--- config.mk ---
export PLATFORM = sky130hd
export DESIGN_NAME = fan_tach_meas
export DESIGN_NICKNAME = d
export VERILOG_FILES = /design/src/rtl/fan_pkg.sv /design/src/rtl/tach_filter.sv /design/src/rtl/fan_tach_meas.sv
export SDC_FILE = /design/constraint.sdc
export NUM_CORES = 1
export LEC_CHECK = 0
export BUFFER_PORTS_ARGS = -buffer_cell sky130_fd_sc_hd__buf_4
export CELL_PAD_IN_SITES_DETAIL_PLACEMENT = 2
export CELL_PAD_IN_SITES_GLOBAL_PLACEMENT = 2
export CORE_UTILIZATION = 35
export DETAILED_ROUTE_END_ITERATION = 6
export PLACE_DENSITY_LB_ADDON = 0.15
export SLEW_MARGIN = 0
export SYNTH_ARGS = -nofsm -noshare
export SYNTH_HDL_FRONTEND = slang
export SYNTH_SLANG_ARGS = --single-unit
--- constraint.sdc ---
create_clock -name clk -period 3.32 [get_ports clk]
set_input_delay 0 -clock clk [delete_from_list [all_inputs] [get_ports clk]]
set_output_delay 0 -clock clk [all_outputs]
set_load 0.02 [all_outputs]
--- src/rtl/fan_pkg.sv ---
// Shared types and helpers for the fan tachometer front end.
// Holds the measurement FSM encoding, default sizing and the saturating increment.
package fan_pkg;

  typedef enum logic [1:0] {
    IDLE  = 2'd0,
    PRIME = 2'd1,
    RUN   = 2'd2
  } state_t;

  localparam int NUM_CH_DEF    = 2;
  localparam int CNT_W_DEF     = 8;
  localparam int GATE_W_DEF    = 16;
  localparam int DEB_LEN_DEF   = 3;
  localparam int STALL_WIN_DEF = 4;

  // Increments by one when inc is set, never exceeding max_val.
  function automatic logic [31:0] sat_inc(input logic [31:0] val,
                                          input logic        inc,
                                          input logic [31:0] max_val);
    if (inc && (val < max_val))
      return val + 32'd1;
    return val;
  endfunction

endpackage

--- src/rtl/tach_filter.sv ---
// One tach channel: two-flop synchroniser, debounce filter and edge detector.
// edge_o is a single-cycle pulse on the filtered level, rising-only or both edges.
module tach_filter
  import fan_pkg::*;
#(
  parameter int DEB_LEN = DEB_LEN_DEF
) (
  input  logic clk,
  input  logic rst_n,
  input  logic tach_i,
  input  logic edge_sel_i,
  output logic edge_o
);

  localparam int DW = (DEB_LEN < 2) ? 1 : $clog2(DEB_LEN + 1);

  logic          sync1;
  logic          sync2;
  logic          filt;
  logic          filt_d;
  logic [DW-1:0] deb_cnt;

  // The filtered level follows the synced input only after DEB_LEN disagreeing samples in a row.
  always_ff @(posedge clk or negedge rst_n) begin
    if (!rst_n) begin
      sync1   <= 1'b0;
      sync2   <= 1'b0;
      filt    <= 1'b0;
      filt_d  <= 1'b0;
      deb_cnt <= '0;
    end else begin
      sync1  <= tach_i;
      sync2  <= sync1;
      filt_d <= filt;
      if (sync2 != filt) begin
        if (deb_cnt == DW'(DEB_LEN - 1)) begin
          filt    <= sync2;
          deb_cnt <= '0;
        end else begin
          deb_cnt <= deb_cnt + DW'(1);
        end
      end else begin
        deb_cnt <= '0;
      end
    end
  end

  assign edge_o = edge_sel_i ? (filt ^ filt_d) : (filt & ~filt_d);

endmodule

--- src/rtl/fan_tach_meas.sv ---
// Multi-channel fan tachometer: counts filtered tach edges per gate window and
// hands per-channel counts plus stall flags to the consumer over valid/ready.
module fan_tach_meas
  import fan_pkg::*;
#(
  parameter int NUM_CH    = NUM_CH_DEF,
  parameter int CNT_W     = CNT_W_DEF,
  parameter int GATE_W    = GATE_W_DEF,
  parameter int DEB_LEN   = DEB_LEN_DEF,
  parameter int STALL_WIN = STALL_WIN_DEF
) (
  input  logic                    clk,
  input  logic                    rst_n,
  input  logic                    ena,
  input  logic [NUM_CH-1:0]       tach_i,
  input  logic [GATE_W-1:0]       gate_len_i,
  input  logic                    edge_sel_i,
  output logic [NUM_CH*CNT_W-1:0] cnt_o,
  output logic                    valid_o,
  input  logic                    ready_i,
  output logic                    overrun_o,
  output logic [NUM_CH-1:0]       stall_o
);

  localparam logic [CNT_W-1:0] CNT_MAX = '1;
  localparam int SW = (STALL_WIN < 2) ? 1 : $clog2(STALL_WIN + 1);

  state_t              state;
  state_t              state_next;
  logic [GATE_W-1:0]   gate_cnt;
  logic [GATE_W-1:0]   gate_len_q;
  logic [GATE_W-1:0]   gate_len_eff;
  logic [NUM_CH-1:0]   edge_pulse;
  logic [CNT_W-1:0]    acc      [NUM_CH];
  logic [CNT_W-1:0]    acc_next [NUM_CH];
  logic [SW-1:0]       stall_cnt[NUM_CH];
  logic [SW-1:0]       stall_inc[NUM_CH];
  logic [NUM_CH*CNT_W-1:0] snap;
  logic                win_end;
  logic                run_end;

  for (genvar g = 0; g < NUM_CH; g++) begin : g_ch
    tach_filter #(.DEB_LEN(DEB_LEN)) u_filter (
      .clk        (clk),
      .rst_n      (rst_n),
      .tach_i     (tach_i[g]),
      .edge_sel_i (edge_sel_i),
      .edge_o     (edge_pulse[g])
    );
  end

  assign gate_len_eff = (gate_len_i == '0) ? GATE_W'(1) : gate_len_i;
  assign win_end      = ena && (state != IDLE) && (gate_cnt == gate_len_q - GATE_W'(1));
  assign run_end      = win_end && (state == RUN);

  // An edge landing in the window-end cycle is folded into the closing window's value.
  always_comb begin
    snap = '0;
    for (int i = 0; i < NUM_CH; i++) begin
      acc_next[i]  = CNT_W'(sat_inc(32'(acc[i]), edge_pulse[i], 32'(CNT_MAX)));
      stall_inc[i] = SW'(sat_inc(32'(stall_cnt[i]), 1'b1, 32'(STALL_WIN)));
      snap[i*CNT_W +: CNT_W] = acc_next[i];
    end
  end

  always_ff @(posedge clk or negedge rst_n) begin
    if (!rst_n) state <= IDLE;
    else        state <= state_next;
  end

  always_comb begin
    state_next = state;
    case (state)
      IDLE:    if (ena) state_next = PRIME;
      PRIME:   if (win_end) state_next = RUN;
      RUN:     state_next = RUN;
      default: state_next = IDLE;
    endcase
    if (!ena) state_next = IDLE;
  end

  // The window length is captured while idle and at every window end, so it is fixed per window.
  always_ff @(posedge clk or negedge rst_n) begin
    if (!rst_n) begin
      gate_cnt   <= '0;
      gate_len_q <= GATE_W'(1);
    end else if ((state == IDLE) || !ena || win_end) begin
      gate_cnt   <= '0;
      gate_len_q <= gate_len_eff;
    end else begin
      gate_cnt <= gate_cnt + GATE_W'(1);
    end
  end

  always_ff @(posedge clk or negedge rst_n) begin
    if (!rst_n) begin
      for (int i = 0; i < NUM_CH; i++) begin
        acc[i]       <= '0;
        stall_cnt[i] <= '0;
      end
      stall_o <= '0;
    end else if ((state == IDLE) || !ena) begin
      for (int i = 0; i < NUM_CH; i++) begin
        acc[i]       <= '0;
        stall_cnt[i] <= '0;
      end
      stall_o <= '0;
    end else begin
      for (int i = 0; i < NUM_CH; i++) begin
        if (win_end) begin
          acc[i] <= '0;
          if (state == RUN) begin
            if (acc_next[i] == '0) begin
              stall_cnt[i] <= stall_inc[i];
              stall_o[i]   <= (stall_inc[i] == SW'(STALL_WIN));
            end else begin
              stall_cnt[i] <= '0;
              stall_o[i]   <= 1'b0;
            end
          end
        end else begin
          acc[i] <= acc_next[i];
        end
      end
    end
  end

  // A new snapshot always wins over an acceptance in the same cycle; losing an unread one is sticky.
  always_ff @(posedge clk or negedge rst_n) begin
    if (!rst_n) begin
      cnt_o     <= '0;
      valid_o   <= 1'b0;
      overrun_o <= 1'b0;
    end else if (run_end) begin
      cnt_o   <= snap;
      valid_o <= 1'b1;
      if (valid_o && !ready_i) overrun_o <= 1'b1;
    end else if (valid_o && ready_i) begin
      valid_o <= 1'b0;
    end
  end

endmodule

==> Word level (Yosys, flattened, before mapping) <==
Cells that the tools add are included.
{ "word_totals": {"reg_bits": 88, "output_inout_bits": 20} }
{ "op_classes": {"add_sub_neg": 8, "magnitude_cmp": 4, "n_eq_ne": 10, "n_mux": 42, "n_bitwise": 6, "reduce_logical": 23} }
{ "ops": {"columns": ["cell", "n"], "rows": [
  ["2-to-1 mux 16 bit", 3],
  ["2-to-1 mux 8 bit", 6],
  ["2-to-1 mux 3 bit", 10],
  ["adder 16 x 1 -> 16 bit (second input constant)", 1],
  ["adder 8 x 1 -> 8 bit (second input constant)", 2],
  ["== test 16 bit", 1],
  ["zero test 16 bit", 1],
  ["zero test 8 bit", 2],
  ["< comparator 8 bit (second input constant)", 2],
  ["subtractor 16 x 1 -> 16 bit (second input constant)", 1],
  ["2-to-1 mux 1 bit", 14],
  ["2-to-1 mux 2 bit", 7],
  ["AND reduction 2 bit", 4],
  ["nonzero test 2 bit", 4],
  ["logical AND 1 bit", 7],
  ["adder 3 x 1 -> 3 bit (second input constant)", 2],
  ["== test 2 bit (second input constant)", 3],
  ["== test 3 bit (second input constant)", 2],
  ["< comparator 3 bit (second input constant)", 2],
  ["2-to-1 mux 6 bit", 1],
  ["one-hot mux 2 bit (3 select lines)", 1],
  ["adder 2 x 1 -> 2 bit (second input constant)", 2],
  ["!= test 3 bit (second input constant)", 1],
  ["AND 1 bit", 2],
  ["other kinds (7)", 12]
]} }

==> Depth between registers and ports, before layout <==
Gate-level depths: netlist (run 1).
{ "logic_depth": {"ltp_word": 11, "depth_mapped": 12, "depth_no_buf": 9} }

==> By module <==
From an unflattened synthesis (run 1), not the netlist that was laid out.
{ "unflattened": {"hier_cells": 439, "hier_area_um2": 4739.5} }
{ "by_module_without_submodules": {"columns": ["module", "n_inst", "cells_each", "area_each_um2", "seq_area_each_um2"], "rows": [
  ["fan_tach_meas", 1, 409, 4279.1, 1903.1],
  ["tach_filter", 2, 15, 230.2, 150.1]
]} }

==> Worst setup path before layout (run 1) <==
Ideal clock, no wire load.
{ "synth_path": {"kind": "register to register", "from": "register gate_len_q[6]", "to": "register gate_len_q[10]", "arrival_time_ns": 3.062, "required_time_ns": 3.193, "path_slack_ns": 0.131, "path_stages_with_launch": 10, "path_buffers": 2, "path_cell_list": "dfrtp_1 -> buf_2 -> or4_1 -> or3_1 -> or4_1 -> a22oi_1 -> nor4b_4 -> nand2b_1 -> buf_6 -> mux2_1"} }
{ "synth_via": {"elab_chain_cells": 4} }
{ "synth_rtl": {"columns": ["item", "line", "text"], "rows": [
  ["from (decl)", "fan_tach_meas.sv:31", "logic [GATE_W-1:0] gate_len_q;"],
  ["from (signal assigned)", "fan_tach_meas.sv:89", "gate_len_q <= gate_len_eff;"],
  ["subtractor 16 x 1 -> 16 bit", "fan_tach_meas.sv:53", "assign win_end = ena && (state != IDLE) && (gate_cnt == gate_len_q - GATE_W'(1));"],
  ["== test 16 bit", "fan_tach_meas.sv:53", null],
  ["logical AND 1 bit", "fan_tach_meas.sv:53", null],
  ["logical OR 1 bit", "fan_tach_meas.sv:87", "end else if ((state == IDLE) || !ena || win_end) begin"]
]} }
No other way between the ends.
A chain may end at the register's enable or synchronous reset.

==> Worst setup path in the final report (run 1) <==
{ "layout_path": {"from": "register gate_len_q[2]", "to": "register gate_len_q[5]"} }
Same word-level chain as after synthesis.

==> results.md, run 1 <==
* Status: completed
* Setup bufs post-CTS at 0
* Total core area at between 10000 and 15000 um^2
* Layout Cells excl Fill at approximately 700
* Port-buffer cells at between 40 and 50
* Routed length per instance at ~19 um
* Vias in the first global route at a little over 4000
* Asr flop ratio synth at between 90% and 100%
* Final hold vios at 0
* Setup TNS after final layout at 0 ps
* R2r startpoint: gate_len_q[2]
* Reg clk slew, reported paths at around 70 ps
* Post-DRT Antenna Nets at 0
* Max FO, Critical Path at 19
* Reg-to-reg setup timing slack at 130 ps
* Post-DP HPWL at 9040 um
* Max Cap Viol at 0
* Highest Clock Rate at approximately 310 MHz
* RSZ-0062 raised after global routing: no
* Prevailing post-synth register cell: dfrtp_1
* Filler instances at 1352
* EDFF count, synth at 0
* Slew @ Worst Pin at about 970 ps
* Slew HR at 35.6%
* TritonCTS clock tree: yes
* Grt ovf at 0
* Vias per Instance at 5.18
* PnR Total Power at between 3 and 4 mW
* Num rows at roughly 40
* Worst Hold Depth at 4
* Critical path class: flip-flop to flip-flop
* Cell with the most instances after synthesis: dfrtp_1
* Routed WL at 13300 um
* # diodes at 0
* Nets@finish at ~560
* Synth cell types at 55
* Setup violations, final at 0
* Min-Delay Endpoint: acc[2]
* Yosys reg bits at between 80 and 90
* Largest net degree at the start of global routing at 75
* Multi-input gate area at about 2300 um^2
* Sequential share of the synthesized area at between 40% and 50%
* Die Width at 117 um
* Worst path slowest cell: or4_1
* Post-synthesis xor/xnor area fraction at between 7 and 8%
* Post-synthesis mux area share at between 8 and 9%
* Critical Path Start Type: flip-flop
* Die area at about 14000 um^2
* Worst EP arrival at about 3400 ps
* CTS H-tree depth at 3
* Skew-Pair Late Insertion Delay at around 360 ps
* Ranking of synthesized cells by area: dfrtp_1 47%, mux2i_1 4.3%, xnor2_1 3.8%
* Gate Count Post-Synth at between 400 and 500
* Commonest cells in the netlist: 87 x dfrtp_1, 46 x nor2_1, 28 x nand2_1, 22 x a21oi_1, 22 x inv_1
* Inst Count DP at 668
* Via count at about 3600
* CP Capture Type: flip-flop
* Worst Clk Skew at ~12 ps
* Reg2reg end: gate_len_q[5]
* Synth Area in Adders at under 10%
* Area grow syn2layout at 24.5%
* Starting DRT DRC Count at 93
* Gr usage total at 21.4%
* Drt first pass iters at 4
* Area leader, netlist: dfrtp_1
* Post-synth net total at ~480
* Critical Path RT at 3550 ps
* CTS buffer count at 9
* Simple-Gate Fraction of Synth Area at roughly 18%
* Die Y at approximately 120 um
* Clock Path Buffers at 2
* Yosys top cell area share at a little under half
* Syn Area/Cell at 10.4 um^2
* Final worst-path cycle share at a little over nine tenths
* Initial Util at between 30% and 40%
* Syn. warnings at 0
* Io pins at between 40 and 50
* Hold WC Path Type: input port to flip-flop
* Antenna violations before repair at 0
* DRC violations left at 0
* Post-layout minimum cycle time at approximately 3200 ps
* Reg2Reg Depth at 8
* Min-Delay Startpoint: edge_sel_i
* DP Area at ~5300 um^2
* Share of layout cells above drive strength 1 at approximately 17%
* Cell area after layout at 5780 um^2
* GP Congestion at between 0.7 and 0.8
* Synth Cell Area at about 4600 um^2
* Final slew viol count at 0
* Main combinational cell family by area after synthesis: simple AND/OR/NAND/NOR gates
* Maximum vdd drop at 0.274 mV
* Sequential Area at roughly 2200 um^2
* Clock root cell: clkbuf_16
* Areal power density over the cells at between 500 and 600 nW/um^2
* Compound-Gate Fraction of Synth Area at 11.3%
* CTS Sinks at 88
* CP cell instances: or3_1, or4_1, a2111oi_2, o211ai_1, nor4b_4, nand2b_4, buf_12, mux2_1
* Leak Pwr at between 2 and 3 nW
* Slowest cell delay on critical path at about 510 ps
* First-pass GRT wire length at around 22000 um
-- state kept, by name, summed over array words and instances, names as in the netlist --
name and flops:
g_ch.u_filter.deb_cnt 4, g_ch.u_filter.filt 2, overrun_o 1, state 2
g_ch.u_filter.filt_d 2, cnt_o 16, acc 16, g_ch.u_filter.sync1 2
g_ch.u_filter.sync2 2, stall_o 2, valid_o 1, gate_len_q 16
stall_cnt 6, gate_cnt 16
-- layout by cell type (no fill, tap or decap), types with 3 or more instances in the layout --
master and n:
nand2_1 28, nand3_1 15, nor3_1 10, nor3b_1 4
buf_4 62, or2_2 4, mux2_2 4, o2111a_1 5
mux2i_1 20, xor2_1 19, a2111oi_0 3, and3_1 5
a21o_1 9, and3b_1 3, nand2b_1 6, or3_1 3
inv_1 22, o21ai_0 6, clkbuf_16 9, xnor2_1 20
mux2_1 15, nand4_1 3, a211oi_1 4, nor4_1 7
or4_1 3, nor2b_1 8, nor2_1 46, ha_1 12
a21oi_1 22, dfrtp_1 87, and2_1 6, dlygate4sd3_1 21
-- power by group --
part | internal, mW | switching [mW] | total, mW
combinational | 0.431 | 0.583 | 1.01
clock | 0.604 | 0.444 | 1.05
sequential | 1.20 | 0.124 | 1.33
-- per-layer routing --
layer | vias to the layer above | global-route usage (%) | share of wire, %
li1 | 1733 | - | -
met1 | 1842 | 25.1 | 44
met2 | 53 | 38.1 | 52
met3 | 16 | 4.58 | 2.7
met4 | 0 | 7.85 | 1.6
met5 | - | 0 | 0
-- stage by stage --
| step | hold WS, ps | worst slack [ps] | utilization, % |
|---|---|---|---|
| CTS | 230 | 62.6 | 45.1 |
| finish | 223 | 133 | 45.3 |
| detailed placement | 111 | 126 | 41.1 |
| floorplan | -296 | 131 | - |
| global placement | 110 | 221 | 41.1 |
| global route | 262 | 0.477 | 45.3 |
-- timing repair --
item / 4_1_cts / 5_1_grt
gates resized for setup: 0 / 5
hold buffers: 21 / 0
endpoints found under the setup margin: 0 / 8
hold endpoints to repair: 94 / 0
-- worst max-delay path, delay by kind of cell (launching register included) --
kind / cells / cell delay, ps
buffers and inverters: 1 / 160
AND/OR/NAND/NOR: 4 / 1550
AO/OA/AOI/OAI: 2 / 570
flip-flops: 1 / 390
multiplexers: 1 / 380
-- kinds of logic after synthesis --
| family | after synthesis |
|---|---|
| multiplexers | 39 |
| flip-flops | 88 |
| XOR/XNOR | 39 |
| AND/OR/NAND/NOR | 160 |
| AO/OA/AOI/OAI | 73 |
| buffers and inverters | 37 |
| adder cells (fa/ha/maj) | 12 |
-- worst max-delay path by stage --
stage / slack [ps] / depth (start not counted) / start / end
after global routing: 0.5 / 8 / gate_len_q[6] / gate_len_q[5]
after detailed placement: 130 / 8 / gate_len_q[2] / gate_len_q[12]
final: 130 / 8 / gate_len_q[2] / gate_len_q[5]
after CTS: 60 / 8 / gate_len_q[2] / gate_len_q[5]
after floorplan: 130 / 9 / gate_len_q[6] / gate_len_q[10]
after global placement: 220 / 8 / gate_len_q[6] / gate_len_q[1]
-- area by class of cell --
class / instances / area share [%]
Clock inverter: 4 / 0.909
Inverter: 22 / 1.43
Multi-Input combinational cell: 323 / 39.6
Sequential cell: 88 / 38.1
Tap cell: 172 / 3.72
Clock buffer: 11 / 4.20
Timing Repair Buffer: 84 / 12.0
Power figures use the tool's default switching activity.
==> run 2, diff against run 1 <==
Settings changed: SETUP_SLACK_MARGIN set to 0.5.
==> run 2 against run 1 <==
Compared with the run above:
- non-clock buffer count increased by 19
- sequential power about the same
- count of clock-buffer cells in the layout increased by 2
- global-route usage increased by 1.8 points
- final cell count increased by 3.3%
- hold slack got worse by 13 ps
- clock skew decreased by 3.3 ps
- maximum frequency decreased by 0.44%
- register-to-register slack about the same
- routed wire length increased by 15%
==> results.md, run 2 (same netlist as run 1, synthesis figures left out) <==
* Status: completed
* Vias per Instance at ~5.3
* Max Cap Viol at 0
* Io pins at 43
* Via count at 3887
* Post-DP HPWL at 8740 um
* Reg2Reg Depth at 8
* Worst EP arrival at ~3400 ps
* Met2 Use GR at just over 40%
* Post-layout minimum cycle time at about 3200 ps
* CTS buffer count at 9
* Switching Share at around a third
* GRT busiest layer: met2
* Largest net degree at the start of global routing at a little under 80
* Max FO, Critical Path at 6
* Filler instances at 1280
* CTS H-tree depth at 3
* Met3 Track Usage GR at 3.14%
* Port-buffer cells at 42
* Most frequent cells in the layout: 87 x dfrtp_1, 65 x buf_4, 32 x nor2_1, 28 x nand2_1, 22 x inv_1
* Reg clk slew, reported paths at 70 ps
* Num rows at 41
* Maximum vdd drop at between 0.4 and 0.5 mV
* Met1 Use GR at ~28%
* Nets@finish at approximately 590
* Area grow syn2layout at 36.8%
* Worst Clk Skew at 8.42 ps
* CP Capture Type: flip-flop
* Critical Path Start Type: flip-flop
* GP Congestion at around 0.75
* Areal power density over the cells at between 500 and 600 nW/um^2
* Clock root cell: clkbuf_16
* Critical path class: flip-flop to flip-flop
* PnR Total Power at 3.73 mW
* Gr usage total at 23.1%
* Die Y at ~120 um
* Net Sw Power at ~1.3 mW
* Slew HR at 30.3%
* Clk pwr share at between 20 and 30%
* Reg-to-reg setup timing slack at roughly 120 ps
* Routed length per instance at roughly 21 um
* Die Width at roughly 120 um
* Post-layout util at between 40% and 50%
* Clock Path Buffers at 2
* TritonCTS clock tree: yes
* First-pass GRT wire length at ~23000 um
* Reg2reg end: gate_len_q[8]
* Initial Util at a little over a third
* Final slew viol count at 0
* Grt ovf at 0
* Slew @ Worst Pin at around 1000 ps
* Min-Delay Startpoint: edge_sel_i
* Setup violations, final at 0
* RSZ-0062 raised after global routing: yes
* R2r startpoint: gate_len_q[8]
* DRC violations left at 0
* Vias in the first global route at about 4400
* Final hold vios at 0
* Starting DRT DRC Count at around 170
* Min-Delay Endpoint: acc[7]
* Die area at 13700 um^2
* # diodes at 0
* Cell area after layout at about 6400 um^2
* Internal power at roughly 2.5 mW
* Leak Pwr at 2.88 nW
* Skew-Pair Late Insertion Delay at around 350 ps
* DP Area at between 5000 and 6000 um^2
* Antenna violations before repair at 0
* Worst Hold Depth at 4
* Sequential share of power at a little over a third
* CTS Sinks at roughly 90
* Final worst-path cycle share at between 90% and 100%
* Commonest non-fill, non-tap cell in the layout: dfrtp_1
* Highest Clock Rate at 312 MHz
* Routed WL at approximately 15000 um
* Share of layout cells above drive strength 1 at 28.8%
* Logic gate share of total power at roughly a third
* Drt first pass iters at 4
* Critical Path RT at roughly 3600 ps
* Total core area at 12800 um^2
* Hold WC Path Type: input port to flip-flop
* WHS at ~210 ps
* Post-DRT Antenna Nets at 0
## run 2: changes by cell type in the layout (fill, tap and decap cells not counted), moves of 7 or more
cell | before | now
mux2_4 | 0 | 16
mux2_1 | 15 | 0
nor2_1 | 46 | 32
a21oi_1 | 22 | 12
a21oi_2 | 0 | 9
nor2_2 | 0 | 8
buf_6 | 0 | 7
## run 2: timing repair
item                                    4_1_cts  5_1_grt
hold endpoints to repair                     97        0
cloned                                        4        1
endpoints found under the setup margin       76       76
buffers inserted                             14        6
pin swaps                                    18        7
hold buffers                                 21        0
resized for setup                            50       18
## run 2: area by class of cell
class | count | area (um^2) | share of cell area, %
well taps | 172 | 215 | 3.39
inverters | 22 | 82.6 | 1.30
clock inverters | 3 | 65.1 | 1.02
clock buffers | 13 | 250 | 3.94
multi-input cells | 326 | 2560 | 40.2
repair buffers | 103 | 982 | 15.4
flip-flops and latches | 88 | 2200 | 34.7
## run 2: power by group through the flow
stage	Combinational (mW)	Clock, mW	Sequential, mW
floorplan	0.650	0	1.32
global placement	0.893	0	1.34
detailed placement	0.947	0	1.35
CTS	1.18	1.13	1.34
global route	1.36	1.17	1.37
finish	1.27	1.11	1.35
## run 2: worst max-delay path by stage
stage | startpoint | endpoint | slack, ps | depth (start not counted)
floorplan | gate_len_q[7] | gate_len_q[10] | 170 | 8
global placement | gate_len_q[2] | acc[10] | -50 | 8
detailed placement | gate_len_q[2] | acc[8] | -90 | 8
CTS | gate_len_q[6] | gate_len_q[12] | 170 | 8
global route | gate_len_q[0] | cnt_o[14] | 90 | 11
finish | gate_len_q[8] | gate_len_q[8] | 120 | 8
## run 2: metal layers
metal	part of all wire, %	vias up
met3	2.8	32
met2	51	66
met5	0	-
met1	44	2005
met4	2.6	0
li1	-	1784
## run 2: metrics by stage
| stage | setup TNS (ps) | setup slack (ps) | std cells |
|---|---|---|---|
| floorplan | 0 | 174 | 448 |
| global placement | -706 | -49.2 | 665 |
| detailed placement | -2560 | -94.2 | 665 |
| CTS | 0 | 168 | 720 |
| global route | 0 | 85.4 | 727 |
| finish | 0 | 119 | 727 |
## run 2: worst max-delay path: stages (launching register included)
cell and delay [ps]:
dfrtp_1 400, or4_4 560, or3_4 350, or4_4 500, a22oi_2 170, nor4b_4 350, buf_4 200, nand2b_4 230
mux2_4 320
